`src/rtl/fdc_pkg.sv`:
```
// Shared types and constants for the FDC output path.
// The checksum byte is only used when FDC_OUT_CHECKSUM_EN is defined.
package fdc_pkg;

  typedef enum logic [1:0] {
    IDLE = 2'd0,
    SEND = 2'd1,
    CHK  = 2'd2
  } state_t;

  localparam int DATA_W_DEFAULT     = 16;
  localparam int FIFO_DEPTH_DEFAULT = 4;
  localparam logic [7:0] OVF_MAX    = 8'hFF;

  // XOR of the low nbytes bytes of a sample (samples are at most 32 bits wide).
  function automatic logic [7:0] xor_checksum(input logic [31:0] word, input int nbytes);
    logic [7:0] acc;
    acc = 8'h00;
    for (int i = 0; i < 4; i++) begin
      if (i < nbytes) acc = acc ^ word[i*8 +: 8];
    end
    return acc;
  endfunction

endpackage

```
`src/rtl/fdc_sample_fifo.sv`:
```
// Synchronous sample FIFO with a registered level and a synchronous flush.
// A push into a full FIFO succeeds only when a pop happens in the same cycle.
module fdc_sample_fifo #(
  parameter int WIDTH = 16,
  parameter int DEPTH = 4
) (
  input  logic                     clk,
  input  logic                     rst,
  input  logic                     flush,
  input  logic                     push,
  input  logic                     pop,
  input  logic [WIDTH-1:0]         din,
  output logic [WIDTH-1:0]         dout,
  output logic                     full,
  output logic                     empty,
  output logic [$clog2(DEPTH):0]   level
);

  localparam int AW = $clog2(DEPTH);
  localparam int LW = AW + 1;

  logic [WIDTH-1:0] mem [DEPTH];
  logic [AW-1:0]    wr_ptr;
  logic [AW-1:0]    rd_ptr;
  logic             do_push;
  logic             do_pop;

  assign full    = (level == LW'(DEPTH));
  assign empty   = (level == '0);
  assign do_pop  = pop && !empty;
  assign do_push = push && (!full || do_pop);
  assign dout    = mem[rd_ptr];

  always_ff @(posedge clk or posedge rst) begin
    if (rst) begin
      wr_ptr <= '0;
      rd_ptr <= '0;
      level  <= '0;
    end else if (flush) begin
      wr_ptr <= '0;
      rd_ptr <= '0;
      level  <= '0;
    end else begin
      if (do_push) wr_ptr <= wr_ptr + AW'(1);
      if (do_pop)  rd_ptr <= rd_ptr + AW'(1);
      case ({do_push, do_pop})
        2'b10:   level <= level + LW'(1);
        2'b01:   level <= level - LW'(1);
        default: level <= level;
      endcase
    end
  end

  // Storage needs no reset; the pointers and level define what is valid.
  always_ff @(posedge clk) begin
    if (do_push && !flush) mem[wr_ptr] <= din;
  end

endmodule

```
`src/rtl/fdc_output_packer.sv`:
```
// Buffers FDC samples and streams each one MSB-first as a byte frame on valid/ready.
// Define FDC_OUT_CHECKSUM_EN to append an XOR checksum byte to every frame.
module fdc_output_packer
  import fdc_pkg::*;
#(
  parameter int DATA_W     = DATA_W_DEFAULT,
  parameter int FIFO_DEPTH = FIFO_DEPTH_DEFAULT
) (
  input  logic                          clk,
  input  logic                          rst,
  input  logic                          clear,
  input  logic [DATA_W-1:0]             sample_data,
  input  logic                          sample_valid,
  output logic [7:0]                    out_data,
  output logic                          out_valid,
  input  logic                          out_ready,
  output logic                          out_last,
  output logic [$clog2(FIFO_DEPTH):0]   fifo_level,
  output logic [7:0]                    ovf_count,
  output logic                          busy
);

  localparam int NBYTES = DATA_W / 8;
  localparam int IDX_W  = (NBYTES > 1) ? $clog2(NBYTES) : 1;
  localparam logic [IDX_W-1:0] LAST_IDX = IDX_W'(NBYTES - 1);

  state_t            state;
  logic [DATA_W-1:0] shreg;
  logic [IDX_W-1:0]  idx;
  logic [IDX_W-1:0]  idx_next;
  logic [DATA_W-1:0] fifo_dout;
  logic              fifo_full;
  logic              fifo_empty;
  logic              xfer;
  logic              last_data;
  logic              frame_done;
  logic              pop;
  logic              push;
  logic              drop;

  function automatic logic [7:0] byte_at(input logic [DATA_W-1:0] w, input logic [IDX_W-1:0] i);
    return w[(NBYTES - 1 - int'(i)) * 8 +: 8];
  endfunction

  assign xfer      = out_valid && out_ready;
  assign last_data = (idx == LAST_IDX);
  assign idx_next  = idx + IDX_W'(1);

`ifdef FDC_OUT_CHECKSUM_EN
  logic [7:0] chk;
  assign frame_done = (state == CHK) && xfer;
`else
  assign frame_done = (state == SEND) && xfer && last_data;
`endif

  // Popping at the end of a frame is what gives bubble-free back-to-back frames.
  assign pop  = !clear && !fifo_empty && ((state == IDLE) || frame_done);
  assign push = sample_valid && !clear;
  assign drop = push && fifo_full && !pop;
  assign busy = (fifo_level != '0) || (state != IDLE);

  fdc_sample_fifo #(
    .WIDTH (DATA_W),
    .DEPTH (FIFO_DEPTH)
  ) u_fifo (
    .clk   (clk),
    .rst   (rst),
    .flush (clear),
    .push  (push),
    .pop   (pop),
    .din   (sample_data),
    .dout  (fifo_dout),
    .full  (fifo_full),
    .empty (fifo_empty),
    .level (fifo_level)
  );

  always_ff @(posedge clk or posedge rst) begin
    if (rst) begin
      state     <= IDLE;
      shreg     <= '0;
      idx       <= '0;
      out_data  <= '0;
      out_valid <= 1'b0;
      out_last  <= 1'b0;
`ifdef FDC_OUT_CHECKSUM_EN
      chk       <= '0;
`endif
    end else if (clear) begin
      state     <= IDLE;
      shreg     <= '0;
      idx       <= '0;
      out_data  <= '0;
      out_valid <= 1'b0;
      out_last  <= 1'b0;
`ifdef FDC_OUT_CHECKSUM_EN
      chk       <= '0;
`endif
    end else if (pop) begin
      state     <= SEND;
      shreg     <= fifo_dout;
      idx       <= '0;
      out_data  <= fifo_dout[DATA_W-1 -: 8];
      out_valid <= 1'b1;
`ifdef FDC_OUT_CHECKSUM_EN
      out_last  <= 1'b0;
      chk       <= xor_checksum(32'(fifo_dout), NBYTES);
`else
      out_last  <= (NBYTES == 1);
`endif
    end else begin
      case (state)
        IDLE: begin
          out_valid <= 1'b0;
          out_last  <= 1'b0;
        end
        SEND: begin
          if (xfer) begin
            if (!last_data) begin
              idx      <= idx_next;
              out_data <= byte_at(shreg, idx_next);
`ifdef FDC_OUT_CHECKSUM_EN
              out_last <= 1'b0;
`else
              out_last <= (idx_next == LAST_IDX);
`endif
            end else begin
`ifdef FDC_OUT_CHECKSUM_EN
              state    <= CHK;
              out_data <= chk;
              out_last <= 1'b1;
`else
              state     <= IDLE;
              out_data  <= '0;
              out_valid <= 1'b0;
              out_last  <= 1'b0;
`endif
            end
          end
        end
`ifdef FDC_OUT_CHECKSUM_EN
        CHK: begin
          if (xfer) begin
            state     <= IDLE;
            out_data  <= '0;
            out_valid <= 1'b0;
            out_last  <= 1'b0;
          end
        end
`endif
        default: begin
          state     <= IDLE;
          out_valid <= 1'b0;
          out_last  <= 1'b0;
        end
      endcase
    end
  end

  always_ff @(posedge clk or posedge rst) begin
    if (rst) begin
      ovf_count <= '0;
    end else if (clear) begin
      ovf_count <= '0;
    end else if (drop && (ovf_count != OVF_MAX)) begin
      ovf_count <= ovf_count + 8'd1;
    end
  end

endmodule

```
`config.mk`:
```
export PLATFORM = sky130hd
export DESIGN_NAME = fdc_output_packer
export DESIGN_NICKNAME = d
export VERILOG_FILES = /design/src/rtl/fdc_pkg.sv /design/src/rtl/fdc_sample_fifo.sv /design/src/rtl/fdc_output_packer.sv
export SDC_FILE = /design/constraint.sdc
export NUM_CORES = 1
export LEC_CHECK = 0
export CAP_MARGIN = 20
export CORE_UTILIZATION = 35
export DETAILED_ROUTE_END_ITERATION = 8
export GPL_TIMING_DRIVEN = 0
export PLACE_DENSITY = 0.61
export SKIP_CTS_REPAIR_TIMING = 1
export SYNTH_ARGS = -nofsm -noshare
export SYNTH_HDL_FRONTEND = slang
export SYNTH_SLANG_ARGS = --single-unit
```
`constraint.sdc`:
```
create_clock -name clk -period 6 [get_ports clk]
set_clock_uncertainty 0.1 [all_clocks]
set_input_delay 0.6 -clock clk [delete_from_list [all_inputs] [get_ports clk]]
set_output_delay 0.6 -clock clk [all_outputs]
set_load 0.03 [all_outputs]
```
## Yosys cells after proc, flatten, opt, wreduce, memory -nomap -nowiden

Memory sizes are Yosys's and may differ from the RTL's.
Index checks and enable logic that the tools add are counted.
Widths: inputs -> output; s select.

| cells by class | value |
|---|---|
| shifts and indexed selects | 1 |
| bitwise logic cells | 0 |
| reductions and logical operators | 33 |
| equality and inequality tests | 8 |
| divide/modulo/power cells | 0 |
| mux-type cells | 37 |
| $mul | 0 |
| order comparisons | 0 |
| add/subtract/negate cells | 7 |

Operators by type and width:

| operator | count |
|---|---|
| $mux 8 | 7 |
| $mux 16 | 2 |
| $mux 1 | 17 |
| $mux 2 | 8 |
| $shiftx 16x5->8 | 1 |
| $logic_and 1x1->1 | 12 |
| $reduce_bool 3->1 | 4 |
| $reduce_bool 2->1 | 5 |
| $add 8x1->8 const B | 1 |
| $ne 4x4->1 const B | 2 |
| $ne 8x8->1 const B | 1 |
| $pmux 3 s2 | 1 |
| $add 2x1->2 const B | 2 |
| $eq 2x1->1 const B | 2 |
| $logic_not 1->1 | 4 |
| $pmux 2 s2 | 1 |
| $reduce_and 2->1 | 2 |
| $add 3x1->3 const B | 1 |
| $eq 3x3->1 const B | 1 |
| $logic_not 3->1 | 1 |
| $logic_or 1x1->1 | 3 |
| $mux 3 | 1 |
| $ne 3x3->1 const B | 1 |
| $reduce_and 3->1 | 1 |
| other kinds (5) | 5 |

| word-level totals | value |
|---|---|
| input port bits | 21 |
| latch bits | 0 |
| logic and storage cells | 97 |
| bits in read-only memories | 0 |
| flip-flop bits (word level) | 44 |
| output and inout port bits | 22 |
| bits in writable memories | 64 |
| memories | 1 |

Memory list:

| name | depth | width | read ports | clocked after memory_dff | write ports | RTL line | source |
|---|---|---|---|---|---|---|---|
| u_fifo.mem | 4 | 16 | 1 | 0 | 1 | fdc_sample_fifo.sv:22 | `logic [WIDTH-1:0] mem [DEPTH];` |

## Depth between registers and ports, before layout

Gate-level depths: netlist of the first run.

| logic depth | value |
|---|---|
| word-level depth | 11 |
| mapped depth | 8 |
| depth with buffers taken out | 7 |

## Cells and area by module

A second synthesis of the first run with hierarchy kept.

| second synthesis, totals | value |
|---|---|
| cell total of the unflattened synthesis | 262 |
| area total of the unflattened synthesis | 4230.3 µm² |

By module, submodules not included:

| module | cells an instance | area an instance (µm²) | seq. area each (µm²) | instances |
|---|---|---|---|---|
| fdc_sample_fifo | 147 | 2866.5 | 2097.0 | 1 |
| fdc_output_packer | 115 | 1363.8 | 700.7 | 1 |

## Worst setup path after synthesis of the first run

No wires, ideal clock.

| timing path | value |
|---|---|
| path kind | register -> register |
| start | reg u_fifo.level[0] |
| end | reg u_fifo.level[2] |
| library setup time | 82 ps |
| cell stages (with the launch flop) | 9 |
| data arrival time | 2443 ps |
| setup slack | 3375 ps |
| required time | 5818 ps |
| cells stage by stage | dfrtp_1 > nor3_2 > a211oi_4 > buf_2 > and2_1 > fa_1 > and4_1 > a211o_1 > a31oi_1 |

| on the way | value |
|---|---|
| cells in the longest elaborated chain, start to end | 10 |
| elaborated cells between the ends (all ways) | 16 |

Ends and longest elaborated chain:

| element | RTL line | source |
|---|---|---|
| start, declared | fdc_sample_fifo.sv:16 | `output logic [$clog2(DEPTH):0] level` |
| start signal, assigned | fdc_sample_fifo.sv:47 | `2'b10: level <= level + LW'(1);` |
| start signal, assigned | fdc_sample_fifo.sv:48 | `2'b01: level <= level - LW'(1);` |
| start signal, assigned | fdc_sample_fifo.sv:49 | `default: level <= level;` |
| $logic_not 3->1 | fdc_sample_fifo.sv:29 | `assign empty = (level == '0);` |
| $logic_not 1->1 | fdc_sample_fifo.sv:30, fdc_output_packer.sv:57 |  |
| $logic_and 1x1->1 (2 in a row) | fdc_output_packer.sv:57 | `assign pop = !clear && !fifo_empty && ((state == IDLE) \|\| frame_done);` |
| $logic_and 1x1->1 | fdc_sample_fifo.sv:30 | `assign do_pop = pop && !empty;` |
| $logic_or 1x1->1 | fdc_sample_fifo.sv:31 | `assign do_push = push && (!full \|\| do_pop);` |
| $logic_and 1x1->1 | fdc_sample_fifo.sv:31 |  |
| $eq 2x1->1 or $eq 2x2->1 (tied branches) | fdc_sample_fifo.sv:46 | `case ({do_push, do_pop})` |
| $pmux 3 s2 | fdc_sample_fifo.sv:46 |  |
| $mux 3 | fdc_sample_fifo.sv:39 | `end else if (flush) begin` |

Several ways; a longest one is shown, not always the timed one.
A chain may end at the register's enable or synchronous reset.

## Worst setup path after layout of the first run

| timing path | value |
|---|---|
| start | in out_ready |
| end | reg u_fifo.level[2] |

| on the way | value |
|---|---|
| cells in the longest elaborated chain, start to end | 11 |
| elaborated cells between the ends (all ways) | 13 |

Ends and longest elaborated chain:

| element | RTL line | source |
|---|---|---|
| start, declared | fdc_output_packer.sv:16 | `input logic out_ready,` |
| $logic_and 1x1->1 (*) | fdc_output_packer.sv:45 | `assign xfer = out_valid && out_ready;` |
| $logic_and 1x1->1 (*) (2 in a row) | fdc_output_packer.sv:53 | `assign frame_done = (state == SEND) && xfer && last_data;` |
| $logic_or 1x1->1 (*) | fdc_output_packer.sv:57 |  |
| $logic_and 1x1->1 (*) | fdc_output_packer.sv:57 |  |
| $logic_and 1x1->1 (*) | fdc_sample_fifo.sv:30 |  |
| $logic_or 1x1->1 | fdc_sample_fifo.sv:31 |  |
| $logic_and 1x1->1 | fdc_sample_fifo.sv:31 |  |
| $eq 2x1->1 or $eq 2x2->1 (tied branches) | fdc_sample_fifo.sv:46 |  |
| $pmux 3 s2 | fdc_sample_fifo.sv:46 |  |
| $mux 3 | fdc_sample_fifo.sv:39 |  |

Every way passes the cells marked *; elsewhere a longest branch is shown, timed or not.

==> impl_metrics.toml, run 1 <==
[floorplanning]
design.die.area_sq_mm = 0.01233
std_cell_rows = 39
die_h_um = 111.0
pin_count = 43
core_sq_mm = 0.01152
start_util = 0.3613
chipWidth_um = 111.0

[drt]
num_vias = 2533
viasPerCell = 5.223
drtIter0Drc = 115
drc = 10
wl_um = 8247
wire_per_inst_um = 17.00
drtAntennaViolNets = 0
first_pass_iters = 6

[synthesis]
synth_edf_count = 64
ys_ff_latch = 99
synth_common_cells = "edfxtp_1, dfrtp_1, nand2_1"
synth_cell_types = 50
synth_top_area_cell = "edfxtp_1"
synth_top_area_share = 0.4620
yosysMostFrequentCell = "edfxtp_1"
avgSynthCellArea_sq_um = 14.70
synth_area_leaders = "edfxtp_1, dfrtp_1, mux4_2, nand2_1, a21oi_1"
syn-num-nets = 310
synthArstFlopShare = 0.3535
yosys_warnings = 0
syn_inst = 283
synth_top_flop_cell = "edfxtp_1"
syn_area_sq_mm = 0.004160
synth_seq_area_share = 0.6725

[global_route]
grt_max_degree = 22
grt_overflow_total = 0
grt_pass1_vias = 2575
grt_pass1_wl_um = 13740
antenna_found_initial = 0
grt_usage = 0.1464

[worst_setup_path]
r2r_cells = 8
critPathArrivalTime_ns = 3.18
cp-end-kind = "flop"
startpoint_type = "input port"
cp_max_fo = 10
required_ns = 6.17
worstSetupPathType = "input port to flop"

[min_path]
hp-class = "flop to flop"
hold_path_depth = 2

[place]
io_buffers = 42
dp_hpwl_um = 5488
place.gp.congestion = 0.7846
place_area_sq_mm = 0.004787

[clocking]
clockRootBuffer = "clkbuf_16"
cts-buffers-inserted = 9
cts_tree = "done"
clock_sinks = 99
htreeDepth = 3
insertion_delay_ns = 0.34
clock_tree.buffer_depth = 2
clk_pin_slew_worst_paths_ns = 0.08

[sta]
max_freq_ghz = 0.3321
rsz0062_at_grt = "no"
setup_tns_ns = 0
worst_pin_slew_ns = 0.9416
setup_violations = 0
final-max-slew-violation-count = 0
relSlewSlack = 0.3723
finalHoldViolCount = 0
min_period_ns = 3.011
fin_crit_sh = 0.5019

[finish]
multiInputGateArea_sq_mm = 0.001265
drive_gt1_frac = 0.1345
fin_area_sq_mm = 0.005087
seq_area_sq_mm = 0.002798
nFillCells = 1041
finalNetCount = 364
antenna_cells = 0
area_growth_pct = 22.29

[power_and_ir_drop]
p_leak_nw = 1.803
p_per_area_mw_per_mm2 = 395.6
ir_drop_mv = 0.1933

[run_status]
status = "finished with violations"
violations = "DRC"

[flow_run]
maxCapViolations = 0
==> flip-flops by register name, indices dropped and copies added (netlist names) <==
name / cells
u_fifo.wr_ptr: 2
out_last: 1
u_fifo.rd_ptr: 2
idx: 1
ovf_count: 8
state: 1
out_valid: 1
shreg: 8
u_fifo.level: 3
u_fifo.mem: 64
out_data: 8
==> report_power, final <==
part	total, mW	internal [mW]	switching, mW
Clock	0.563	0.293	0.269
Sequential	0.882	0.816	0.0660
Combinational	0.568	0.237	0.331
==> through the flow <==
stage	instances	power [mW]	worst slack [ns]	hold WS, ns	util
after CTS	485	2.034	3.025	0.4385	0.4418
final	485	2.013	2.989	0.4297	0.4418
after detailed placement	469	1.467	2.673	0.4260	0.4157
after global routing	485	2.122	2.847	0.4543	0.4418
after floorplan	283	1.264	3.375	0.3931	-
after global placement	468	1.458	2.677	0.4211	0.4133
==> path summary, 6_finish.rpt <==
path                                              from                           to  slack (ns)
max in group asynchronous                          rst         shreg[3]$_DFFE_PP0P_        4.65
min in group asynchronous                          rst     ovf_count[0]$_DFFE_PP0P_        0.58
setup reg to reg           u_fifo.level[0]$_DFFE_PP0P_  u_fifo.level[2]$_DFFE_PP0P_        3.16
hold reg to reg                   shreg[7]$_DFFE_PP0P_         shreg[7]$_DFFE_PP0P_        0.43
hold / removal                    shreg[7]$_DFFE_PP0P_         shreg[7]$_DFFE_PP0P_        0.43
setup / recovery                             out_ready  u_fifo.level[2]$_DFFE_PP0P_        2.99
==> layout make-up <==
| type | count | share of cell area |
|---|---|---|
| clock buffers | 9 | 0.04427 |
| inverters | 11 | 0.008116 |
| multi-input cells | 160 | 0.2486 |
| well taps | 143 | 0.03517 |
| repair buffers | 43 | 0.08805 |
| clock inverters | 7 | 0.01476 |
| plain buffers | 13 | 0.01107 |
| flip-flops and latches | 99 | 0.5499 |
==> cells by family after synthesis <==
family	count (synthesis)	share of synthesized area
fa+ha+maj	6	0.01985
buf+inv	24	0.02346
flops	99	0.6725
simple gates	74	0.09113
mux	20	0.09714
xor+xnor	4	0.008423
compound gates	56	0.08752
==> layout by cell type (no fill, tap or decap), types with 2 or more instances in the layout <==
| master | netlist | final |
|---|---|---|
| nand3_1 | 5 | 5 |
| clkinv_4 | 0 | 2 |
| or3_1 | 2 | 2 |
| a31oi_1 | 2 | 2 |
| o32ai_1 | 2 | 2 |
| clkinv_8 | 0 | 2 |
| clkbuf_16 | 0 | 9 |
| a22oi_1 | 8 | 8 |
| mux2_2 | 2 | 2 |
| o211ai_1 | 2 | 2 |
| xnor2_1 | 3 | 3 |
| and2_1 | 2 | 2 |
| clkbuf_1 | 7 | 7 |
| o31ai_1 | 3 | 3 |
| nor2b_1 | 2 | 2 |
| clkdlybuf4s50_1 | 0 | 42 |
| edfxtp_1 | 64 | 64 |
| o21ai_0 | 6 | 6 |
| or4_1 | 3 | 3 |
| inv_1 | 10 | 10 |
| nor2_1 | 19 | 19 |
| and3_1 | 4 | 4 |
| o21ai_1 | 6 | 6 |
| buf_2 | 6 | 6 |
| nand2_1 | 25 | 25 |
| mux4_2 | 16 | 16 |
| a21oi_1 | 18 | 18 |
| dfrtp_1 | 35 | 35 |
| ha_1 | 5 | 5 |
| nor3_1 | 2 | 2 |
==> metal layers <==
metal,part of all wire,up-vias,global-route usage,routed length [um]
met1,0.47,1279,0.1964,3872
met4,0.010,0,0.03514,86
met5,0,-,0,0
met2,0.48,50,0.2352,3953
met3,0.041,10,0.04265,335
li1,-,1194,-,-
==> critical path, cell delays in order <==
cell	delay (ns)
clkdlybuf4s50_1	0.54
nand3_2	0.21
a211oi_4	0.57
buf_2	0.32
and2_1	0.17
fa_1	0.23
nor2_1	0.07
a211o_1	0.31
a31oi_1	0.15
(Power assumes the default switching activity.)
==> inputs of run 2 (changes only) <==
Clock period 6 ns to 2.81 ns, I/O delays scaled along.
==> run 2 against run 1 <==
  * The run still ends with DRC left
  * Die area is the same
  * Combinational power rose by 110%
  * Critical path depth unchanged
  * Register-to-register slack worse by 3.0 ns
  * Hold slack got worse by 0.16 ns
  * Global-route usage unchanged
  * Sequential power up 110%
  * Power is 110% higher
  * Core utilization increased by 0.065 points
  * Largest cell class unchanged
  * Sequential cell count is the same
  * Non-clock buffer count unchanged
  * First-iteration DRC count fell by 10%
  * Highest routed layer unchanged
==> impl_metrics.toml, run 2 (same netlist as run 1, synthesis figures left out) <==
[run_status]
status = "finished with violations"
violations = "DRC"

[min_path]
hp-class = "input port to asynchronous set/reset pin"

[worst_setup_path]
cp_max_fo = 10
worst_path_max_delay_cell = "a211oi_4"
path_cells = "clkdlybuf4s50_1 > nand3_2 > a211oi_4 > buf_2 > and2_1 > fa_1 > nor2_1 > a211o_1 > a31oi_1"
critPathBufInv = 2
worstSetupPathType = "input port to flop"
startpoint_type = "input port"
cp-end-kind = "flop"
required_ns = 2.98
critPathMaxStageDelay_ns = 0.55
cpLargestDelayFamily = "compound AO/OA/AOI/OAI gates"
critPathArrivalTime_ns = 2.83

[finish]
final_common_cell = "edfxtp_1"
largest_reg_flops = 64
layout_common_cells = "edfxtp_1, clkdlybuf4s50_1, dfrtp_1"
area_growth_pct = 22.47
drive_gt1_frac = 0.1374
antenna_cells = 0
top_register = "u_fifo.mem"
finalNetCount = 364

[clocking]
cts_tree = "done"
clock_sinks = 99
clockRootBuffer = "clkbuf_16"
cts-buffers-inserted = 9
clock_tree.buffer_depth = 2
clk_pin_slew_worst_paths_ns = 0.07
insertion_delay_ns = 0.34
htreeDepth = 3

[drt]
drtIter0Drc = 103
num_vias = 2521
wire_per_inst_um = 17.04
viasPerCell = 5.198
wl_um = 8265
drc = 10
drtAntennaViolNets = 0
first_pass_iters = 6

[sta]
max_freq_ghz = 0.3750
relSlewSlack = 0.3947
min_period_ns = 2.666
timing.final.ws_setup_ns = 0.1436
setup_violations = 0
final-max-slew-violation-count = 0
rsz0062_at_grt = "yes"
setup_tns_ns = 0
worst_pin_slew_ns = 0.9079
finalHoldViolCount = 0
fin_crit_sh = 0.9489

[place]
dp_hpwl_um = 5488
io_buffers = 42
place.gp.congestion = 0.7846
pre_cts_slack_ns = -0.1985

[global_route]
grt_overflow_total = 0
grt_pass1_wl_um = 13740
antenna_found_initial = 0
grt_pass1_vias = 2575
grt_usage = 0.1464
grt_max_degree = 22

[floorplanning]
design.die.area_sq_mm = 0.01233
pin_count = 43
core_sq_mm = 0.01152
die_h_um = 111.0
chipWidth_um = 111.0
start_util = 0.3613
std_cell_rows = 39

[power_and_ir_drop]
p_per_area_mw_per_mm2 = 846.2
ir_drop_mv = 0.4125
p_leak_nw = 1.805

[flow_run]
maxCapViolations = 0
run 2: metrics by stage:
| stage | instances | hold WS (ns) | power [mW] | area (sq um) | util |
|---|---|---|---|---|---|
| 2_1_floorplan | 283 | 0.2799 | 2.699 | 4160 | - |
| 3_3_place_gp | 468 | 0.4211 | 3.113 | 4760 | 0.4133 |
| 3_5_place_dp | 469 | 0.4260 | 3.132 | 4787 | 0.4157 |
| 4_1_cts | 485 | 0.2860 | 4.343 | 5087 | 0.4418 |
| 5_1_grt | 485 | 0.3312 | 4.544 | 5095 | 0.4424 |
| 6_report | 485 | 0.2650 | 4.312 | 5095 | 0.4424 |
run 2: where the power goes:
group / switching [mW] / leakage [nW] / internal (mW)
Sequential: 0.147 / 1.05 / 1.74
Clock: 0.576 / 0.147 / 0.627
Combinational: 0.707 / 0.609 / 0.513
Total: 1.43 / 1.81 / 2.88
run 2: cell type report:
type | instances | area (sq um)
inverter | 11 | 41.29
fill | 1040 | 6421
timing repair buffer | 43 | 447.9
clock inverter | 7 | 75.07
clock buffer | 9 | 225.2
sequential | 99 | 2798
tap | 143 | 178.9
buffer | 13 | 56.30
multi-input combinational | 160 | 1272
run 2: routing by layer:
| layer | wire length (um) | global-route usage | part of all wire |
|---|---|---|---|
| met4 | 86 | 0.03514 | 0.010 |
| met3 | 381 | 0.04265 | 0.046 |
| met2 | 3994 | 0.2352 | 0.48 |
| met1 | 3803 | 0.1964 | 0.46 |
| met5 | 0 | 0 | 0 |
run 2: final timing paths:
path / depth (start not counted) / end / slack, ns / start
min: 2 / ovf_count[0]$_DFFE_PP0P_ / 0.26 / rst
min reg2reg: 2 / shreg[2]$_DFFE_PP0P_ / 0.44 / shreg[2]$_DFFE_PP0P_
min in group clk: 2 / shreg[2]$_DFFE_PP0P_ / 0.44 / shreg[2]$_DFFE_PP0P_
max in group asynchronous: 3 / shreg[3]$_DFFE_PP0P_ / 1.78 / rst
max: 9 / u_fifo.level[2]$_DFFE_PP0P_ / 0.14 / out_ready
max reg2reg: 8 / u_fifo.level[2]$_DFFE_PP0P_ / 0.15 / u_fifo.level[0]$_DFFE_PP0P_
==> inputs of run 3 (changes only) <==
Settings changed: ABC_CLOCK_PERIOD_IN_PS set to 2810, HOLD_SLACK_MARGIN set to 0.02.
==> results of run 3 <==
The final DEF is identical to that of run 2; final timing and power are the same.
